$ cat config.mk
export PLATFORM = sky130hd
export DESIGN_NAME = reg_file_8x32_flat
export DESIGN_NICKNAME = d
export VERILOG_FILES = /design/src/rtl/rf_pkg.sv /design/src/rtl/reg_file_8x32_if.sv /design/src/rtl/rf_read_port.sv /design/src/rtl/reg_file_8x32.sv /design/src/flat_wrapper.sv
export SDC_FILE = /design/constraint.sdc
export NUM_CORES = 1
export LEC_CHECK = 0
export CAP_MARGIN = 10
export CORE_MARGIN = 4
export CORE_UTILIZATION = 35
export DETAILED_ROUTE_END_ITERATION = 10
export PLACE_DENSITY = 0.53
export SLEW_MARGIN = 20
export SYNTH_ARGS = -nofsm -noshare
export SYNTH_HDL_FRONTEND = slang
export SYNTH_SLANG_ARGS = --single-unit
export TNS_END_PERCENT = 30
$ cat constraint.sdc
create_clock -name clk -period 9.2 [get_ports clk]
set_clock_uncertainty 0.15 [all_clocks]
set_input_delay 1.84 -clock clk [delete_from_list [all_inputs] [get_ports clk]]
set_output_delay 1.84 -clock clk [all_outputs]
set_load 0.005 [all_outputs]
$ cat src/rtl/rf_pkg.sv
// Shared types and defaults for the 8x32 register file: width/depth defaults,
// clear-engine state encoding and the hardwired-zero register address.
package rf_pkg;

    localparam int RF_XLEN = 32;
    localparam int RF_NREG = 8;
    localparam int RF_AW   = $clog2(RF_NREG);

    typedef enum logic [1:0] {
        IDLE  = 2'b00,
        CLEAR = 2'b01,
        DONE  = 2'b10
    } rf_state_e;

    localparam logic [RF_AW-1:0] ZERO_REG = {RF_AW{1'b0}};

endpackage

$ cat src/rtl/reg_file_8x32_if.sv
// Write, read and clear-control bundle of the register file.
// The master modport drives requests and addresses; the slave modport is the register file.
interface reg_file_8x32_if
    import rf_pkg::*;
#(
    parameter int XLEN = RF_XLEN,
    parameter int AW   = RF_AW
);

    logic            we;
    logic [AW-1:0]   waddr;
    logic [XLEN-1:0] wdata;
    logic            wr_ready;
    logic [AW-1:0]   raddr1;
    logic [XLEN-1:0] rdata1;
    logic [AW-1:0]   raddr2;
    logic [XLEN-1:0] rdata2;
    logic            clr_req;
    logic            busy;
    logic            clr_done;

    modport master (
        output we, waddr, wdata, raddr1, raddr2, clr_req,
        input  wr_ready, rdata1, rdata2, busy, clr_done
    );

    modport slave (
        input  we, waddr, wdata, raddr1, raddr2, clr_req,
        output wr_ready, rdata1, rdata2, busy, clr_done
    );

endinterface

$ cat src/rtl/rf_read_port.sv
// One combinational read port: word select built from per-bit NREG:1 selection,
// with the x0 zero-force and, when RF_BYPASS_EN is defined, write-to-read forwarding.
module rf_read_port
    import rf_pkg::*;
#(
    parameter int XLEN = RF_XLEN,
    parameter int NREG = RF_NREG,
    parameter int AW   = $clog2(NREG)
) (
    input  logic [NREG-1:0][XLEN-1:0] regs,
    input  logic [AW-1:0]             raddr,
    input  logic                      wr_acc,
    input  logic [AW-1:0]             waddr,
    input  logic [XLEN-1:0]           wdata,
    output logic [XLEN-1:0]           rdata
);

    localparam logic [AW-1:0] ZERO_ADDR = AW'(ZERO_REG);

    logic [XLEN-1:0] sel_s;

    for (genvar b = 0; b < XLEN; b++) begin : g_bit
        logic [NREG-1:0] col_s;
        for (genvar r = 0; r < NREG; r++) begin : g_row
            assign col_s[r] = regs[r][b];
        end
        assign sel_s[b] = col_s[raddr];
    end

`ifndef RF_BYPASS_EN
    logic unused_bypass_s;
    assign unused_bypass_s = ^{wr_acc, waddr, wdata};
`endif

    // Final read mux: x0 reads zero; an accepted write to the same address can forward.
    always_comb begin
        rdata = sel_s;
        if (raddr == ZERO_ADDR) begin
            rdata = {XLEN{1'b0}};
        end
`ifdef RF_BYPASS_EN
        else if (wr_acc && (waddr == raddr)) begin
            rdata = wdata;
        end
`endif
        else begin
            rdata = sel_s;
        end
    end

endmodule

$ cat src/rtl/reg_file_8x32.sv
// 8-entry register file with x0 hardwired to zero, one write port, two read ports and a
// sequential clear engine. Define RF_BYPASS_EN to forward accepted writes to the read ports.
module reg_file_8x32
    import rf_pkg::*;
#(
    parameter int XLEN = RF_XLEN,
    parameter int NREG = RF_NREG
) (
    input  logic            clk,
    input  logic            rst,
    reg_file_8x32_if.slave  bus
);

    localparam int            AW        = $clog2(NREG);
    localparam logic [AW-1:0] ZERO_ADDR = AW'(ZERO_REG);
    localparam logic [AW-1:0] ONE_ADDR  = AW'(1);
    localparam logic [AW-1:0] LAST_ADDR = AW'(NREG - 1);

    logic [NREG-1:0][XLEN-1:0] regs_r;
    rf_state_e                 state_r;
    rf_state_e                 state_s;
    logic [AW-1:0]             cnt_r;
    logic [AW-1:0]             cnt_s;
    logic                      busy_r;
    logic                      clr_done_r;
    logic                      wr_acc_s;
    logic                      clr_en_s;

    // Writes are refused while the sweep owns the storage; x0 is never written.
    assign wr_acc_s = bus.we && !busy_r && (bus.waddr != ZERO_ADDR);
    assign clr_en_s = (state_r == CLEAR);

    // Clear-engine next state and sweep counter.
    always_comb begin
        state_s = state_r;
        cnt_s   = cnt_r;
        case (state_r)
            IDLE, DONE: begin
                if (bus.clr_req) begin
                    state_s = CLEAR;
                    cnt_s   = ONE_ADDR;
                end else begin
                    state_s = IDLE;
                end
            end
            CLEAR: begin
                if (cnt_r == LAST_ADDR) begin
                    state_s = DONE;
                end else begin
                    cnt_s = cnt_r + ONE_ADDR;
                end
            end
            default: begin
                state_s = IDLE;
                cnt_s   = ONE_ADDR;
            end
        endcase
    end

    // State register; status flags are registered from the next state so they align with it.
    always_ff @(posedge clk or posedge rst) begin
        if (rst) begin
            state_r    <= IDLE;
            cnt_r      <= ONE_ADDR;
            busy_r     <= 1'b0;
            clr_done_r <= 1'b0;
        end else begin
            state_r    <= state_s;
            cnt_r      <= cnt_s;
            busy_r     <= (state_s == CLEAR);
            clr_done_r <= (state_s == DONE);
        end
    end

    // Storage: the sweep and the write port are mutually exclusive because writes need !busy.
    always_ff @(posedge clk or posedge rst) begin
        if (rst) begin
            regs_r <= '0;
        end else if (clr_en_s) begin
            regs_r[cnt_r] <= {XLEN{1'b0}};
        end else if (wr_acc_s) begin
            regs_r[bus.waddr] <= bus.wdata;
        end
    end

    assign bus.wr_ready = !busy_r;
    assign bus.busy     = busy_r;
    assign bus.clr_done = clr_done_r;

    rf_read_port #(
        .XLEN (XLEN),
        .NREG (NREG),
        .AW   (AW)
    ) u_read_port1 (
        .regs   (regs_r),
        .raddr  (bus.raddr1),
        .wr_acc (wr_acc_s),
        .waddr  (bus.waddr),
        .wdata  (bus.wdata),
        .rdata  (bus.rdata1)
    );

    rf_read_port #(
        .XLEN (XLEN),
        .NREG (NREG),
        .AW   (AW)
    ) u_read_port2 (
        .regs   (regs_r),
        .raddr  (bus.raddr2),
        .wr_acc (wr_acc_s),
        .waddr  (bus.waddr),
        .wdata  (bus.wdata),
        .rdata  (bus.rdata2)
    );

endmodule

$ cat src/flat_wrapper.sv
// flat-port wrapper written by rule: the top's interface ports become plain ports
module reg_file_8x32_flat import rf_pkg::*;
#(
    parameter int XLEN = RF_XLEN,
    parameter int NREG = RF_NREG
)
  (clk, rst, bus_we, bus_waddr, bus_wdata, bus_raddr1, bus_raddr2, bus_clr_req, bus_wr_ready, bus_rdata1, bus_rdata2, bus_busy, bus_clr_done);
  reg_file_8x32_if #(.XLEN(XLEN), .AW(3)) bus_i ();
  input  logic clk;
  input  logic rst;
  input wire logic [$bits(bus_i.we)-1:0] bus_we;
  input wire logic [$bits(bus_i.waddr)-1:0] bus_waddr;
  input wire logic [$bits(bus_i.wdata)-1:0] bus_wdata;
  input wire logic [$bits(bus_i.raddr1)-1:0] bus_raddr1;
  input wire logic [$bits(bus_i.raddr2)-1:0] bus_raddr2;
  input wire logic [$bits(bus_i.clr_req)-1:0] bus_clr_req;
  output wire logic [$bits(bus_i.wr_ready)-1:0] bus_wr_ready;
  output wire logic [$bits(bus_i.rdata1)-1:0] bus_rdata1;
  output wire logic [$bits(bus_i.rdata2)-1:0] bus_rdata2;
  output wire logic [$bits(bus_i.busy)-1:0] bus_busy;
  output wire logic [$bits(bus_i.clr_done)-1:0] bus_clr_done;
  assign bus_i.we = bus_we;
  assign bus_i.waddr = bus_waddr;
  assign bus_i.wdata = bus_wdata;
  assign bus_i.raddr1 = bus_raddr1;
  assign bus_i.raddr2 = bus_raddr2;
  assign bus_i.clr_req = bus_clr_req;
  assign bus_wr_ready = bus_i.wr_ready;
  assign bus_rdata1 = bus_i.rdata1;
  assign bus_rdata2 = bus_i.rdata2;
  assign bus_busy = bus_i.busy;
  assign bus_clr_done = bus_i.clr_done;
  reg_file_8x32 #(.XLEN(XLEN), .NREG(NREG)) u_core (.clk(clk), .rst(rst), .bus(bus_i));
endmodule
==> flow_summary.json <==
{
  "synth_area_leader_cell": "dfrtp_1",
  "syn_inst": 1192,
  "synth-seq-cells": 231,
  "r2r_setup_slack_ps": 6520,
  "core_area_sq_mm": 0.0377,
  "pwr-share-clk_pct": 26.5,
  "track_usage_pct": 20.6,
  "drt_first_pass_iters": 5,
  "fin_setup_tns_ps": 0,
  "antenna_found_initial": 0,
  "pin_count": 112,
  "period_share_pct": 70.5,
  "cp_num_buf_inv": 3,
  "yosysWarnings": 0,
  "num_rows": 71,
  "dp_hpwl_um": 23600,
  "drc_errors": 0,
  "synth_cell_types": 32,
  "finalMaxSlewViolations": 0,
  "cpMostUsedCell": "buf_4",
  "grt_pass1_wl_um": 67200,
  "reg2reg_to": "u_core.regs_r[208]",
  "relSlewSlack_pct": 24.6,
  "pwr-share-comb_pct": 34.5,
  "cts_max_level": 1,
  "cts-resized-gates": 0,
  "async_flop_share_pct": 100,
  "gp_congestion": 0.758,
  "worst_pin_slew_ps": 1130,
  "crit_path_end": "bus_rdata1[30]",
  "finalCriticalPeriod_ps": 6490,
  "path_cells": "buf_4 -> nor2b_4 -> buf_4 -> a221oi_1 -> a21oi_1 -> clkdlybuf4s50_1",
  "initial_utilization_pct": 35.5,
  "cp_max_fo": 37,
  "post_cts_buffers": 0,
  "power.switching_uw": 1520,
  "cp.arrival_ps": 4500,
  "n_antenna_cell": 0,
  "hold_buffers": 0,
  "worstSetupPathType": "in -> out",
  "vias": 10300,
  "io_buffers": 111,
  "whs_ps": 410,
  "die_h_um": 203,
  "clockBufferDepth": 3,
  "fin_cells": 1762,
  "slowest_stage": "nor2b_4",
  "vdd_ir_drop_max_v": 0.000158,
  "switching_share_pct": 36.5,
  "dp_cells": 1710,
  "grt_overflow": 0,
  "required_ps": 7210,
  "drt_iter0_drc": 695,
  "synth_ff_type": "dfrtp_1",
  "max_stage_delay_ps": 710,
  "ant_nets": 0,
  "final-hold-violation-count": 0,
  "fill_cells": 3647,
  "critPathTopFamily": "buffers and inverters",
  "dieArea_sq_mm": 0.0414,
  "hp-class": "reg -> reg",
  "grt_max_degree": 102,
  "routed_wl_um": 43300,
  "seqPwrFrac_pct": 39.1,
  "syn_avg_cell_area_sq_um": 11.2,
  "drv_cap": 0,
  "power.internal_uw": 2650,
  "setup_viol_count_final": 0,
  "wl_per_cell_um": 24.6,
  "place_area_sq_mm": 0.0147,
  "chipWidth_um": 203,
  "path_clk_slew_ps": 60,
  "clock_latency_ps": 540,
  "leakage_uw": 0.00797,
  "tritoncts": "built",
  "rsz0062_at_grt": "no",
  "cp.depth": 6,
  "seq_area_frac_synth_pct": 43.2,
  "rr_worst_depth": 3,
  "drive_above_1_share_pct": 16.7,
  "area.growth.synth_to_final_pct": 17.1,
  "cp-startpoint": "bus_raddr1[1]",
  "synth_area_sq_mm": 0.0134,
  "fmax_mhz": 154,
  "start_kind": "input port",
  "synth_area_leaders": "dfrtp_1, mux2i_1, mux4_2",
  "synth.net_count": 1239,
  "fin_nets": 1276,
  "root_buffer": "clkbuf_16",
  "numCtsBuffers": 28,
  "clock_sinks": 231,
  "finish.instance_area_sq_mm": 0.0157,
  "r2r-start": "u_core.state_r[0]",
  "first_global_vias": 10800,
  "vias_per_cell": 5.82,
  "worstSetupEndpointType": "output pin",
  "power.density_mw_per_mm2": 266,
  "status": "complete, no violations",
  "yosysTopAreaCellShare_pct": 43.0,
  "synth_edf_count": 0
}
## layout by cell type, fill, tap and decap left out, types with 3 or more instances in the layout
cell type and count:
a21oi_1 64, a221oi_1 64, buf_4 23, clkbuf_1 8
clkbuf_16 29, clkbuf_8 3, clkdlybuf4s50_1 105, clkinv_2 8
dfrtp_1 230, inv_1 99, mux2_2 64, mux2i_1 226
mux4_2 64, nor2_1 4, o21ai_0 226
## area by class of cell
| type | count | area (sq um) | area share (%) |
|---|---|---|---|
| Multi-Input combinational cell | 738 | 6710 | 42.8 |
| Sequential cell | 231 | 5780 | 36.9 |
| Timing Repair Buffer | 130 | 1230 | 7.88 |
| Clock buffer | 40 | 797 | 5.09 |
| Tap cell | 511 | 639 | 4.08 |
| Inverter | 100 | 383 | 2.45 |
| Clock inverter | 12 | 115 | 0.735 |
## worst min-delay path, stage by stage, from the launching register on
cell and delay [ps]:
dfrtp_1 400, nand2_1 60, o21ai_0 60
## per-stage QoR
stage,total power [uW],utilization [%],worst slack [ps]
after floorplan,2530,-,879
after global placement,3030,39.1,2710
after detailed placement,3070,39.1,2670
after CTS,4190,41.6,2680
after global routing,4420,41.6,2580
final,4170,41.6,2710
## flip-flops by register name, summed over array words and instances (netlist names)
register,count
u_core.regs_r,224
u_core.cnt_r,3
u_core.bus.clr_done,1
u_core.state_r,2
u_core.bus.busy,1
## power groups by stage
stage	Sequential, uW	Combinational (uW)	Clock (uW)
after floorplan	1540	984	0
after global placement	1620	1410	0
after detailed placement	1630	1440	0
after CTS	1620	1440	1130
after global routing	1680	1580	1170
final	1630	1440	1100
## logic make-up (layout without fill, tap and decap cells)
| family | count (synthesis) | in the layout | synth area share [%] |
|---|---|---|---|
| DFF | 231 | 231 | 43.2 |
| and+or+nand+nor | 24 | 24 | 1.25 |
| xor gates and xnor gates | 1 | 1 | 0.0655 |
| buffers and inverters | 223 | 282 | 6.94 |
| muxes | 354 | 354 | 33.1 |
| adders and majority gates | 2 | 2 | 0.187 |
| AOI/OAI and AO/OA | 357 | 357 | 15.2 |
## cells in the mapped netlist (3+ instances only)
cell type	number
o21ai_0	226
buf_2	28
nor2_1	4
mux4_2	64
a21oi_1	64
clkbuf_1	76
buf_1	6
dfrtp_1	230
mux2_2	64
mux2i_1	226
nand2_1	3
inv_1	100
buf_4	11
a221oi_1	64
## how the worst min path moves through the flow
stage / startpoint / endpoint / cells after the start
global route: u_core.regs_r[107] / u_core.regs_r[107] / 2
global placement: u_core.cnt_r[1] / u_core.cnt_r[1] / 2
floorplan: u_core.cnt_r[1] / u_core.cnt_r[1] / 2
CTS: u_core.cnt_r[1] / u_core.cnt_r[1] / 2
finish: u_core.cnt_r[1] / u_core.cnt_r[1] / 2
detailed placement: u_core.cnt_r[1] / u_core.cnt_r[1] / 2
## per-layer routing
layer	vias up	routed length [um]	share of wire [%]	GRT usage [%]
li1	4489	-	-	-
met4	0	1010	2.3	5.20
met1	5369	19500	45	29.1
met3	61	2160	5.0	3.01
met2	334	20600	48	33.7
met5	-	0	0	0
No activity file was read; power rests on OpenSTA's default activity.
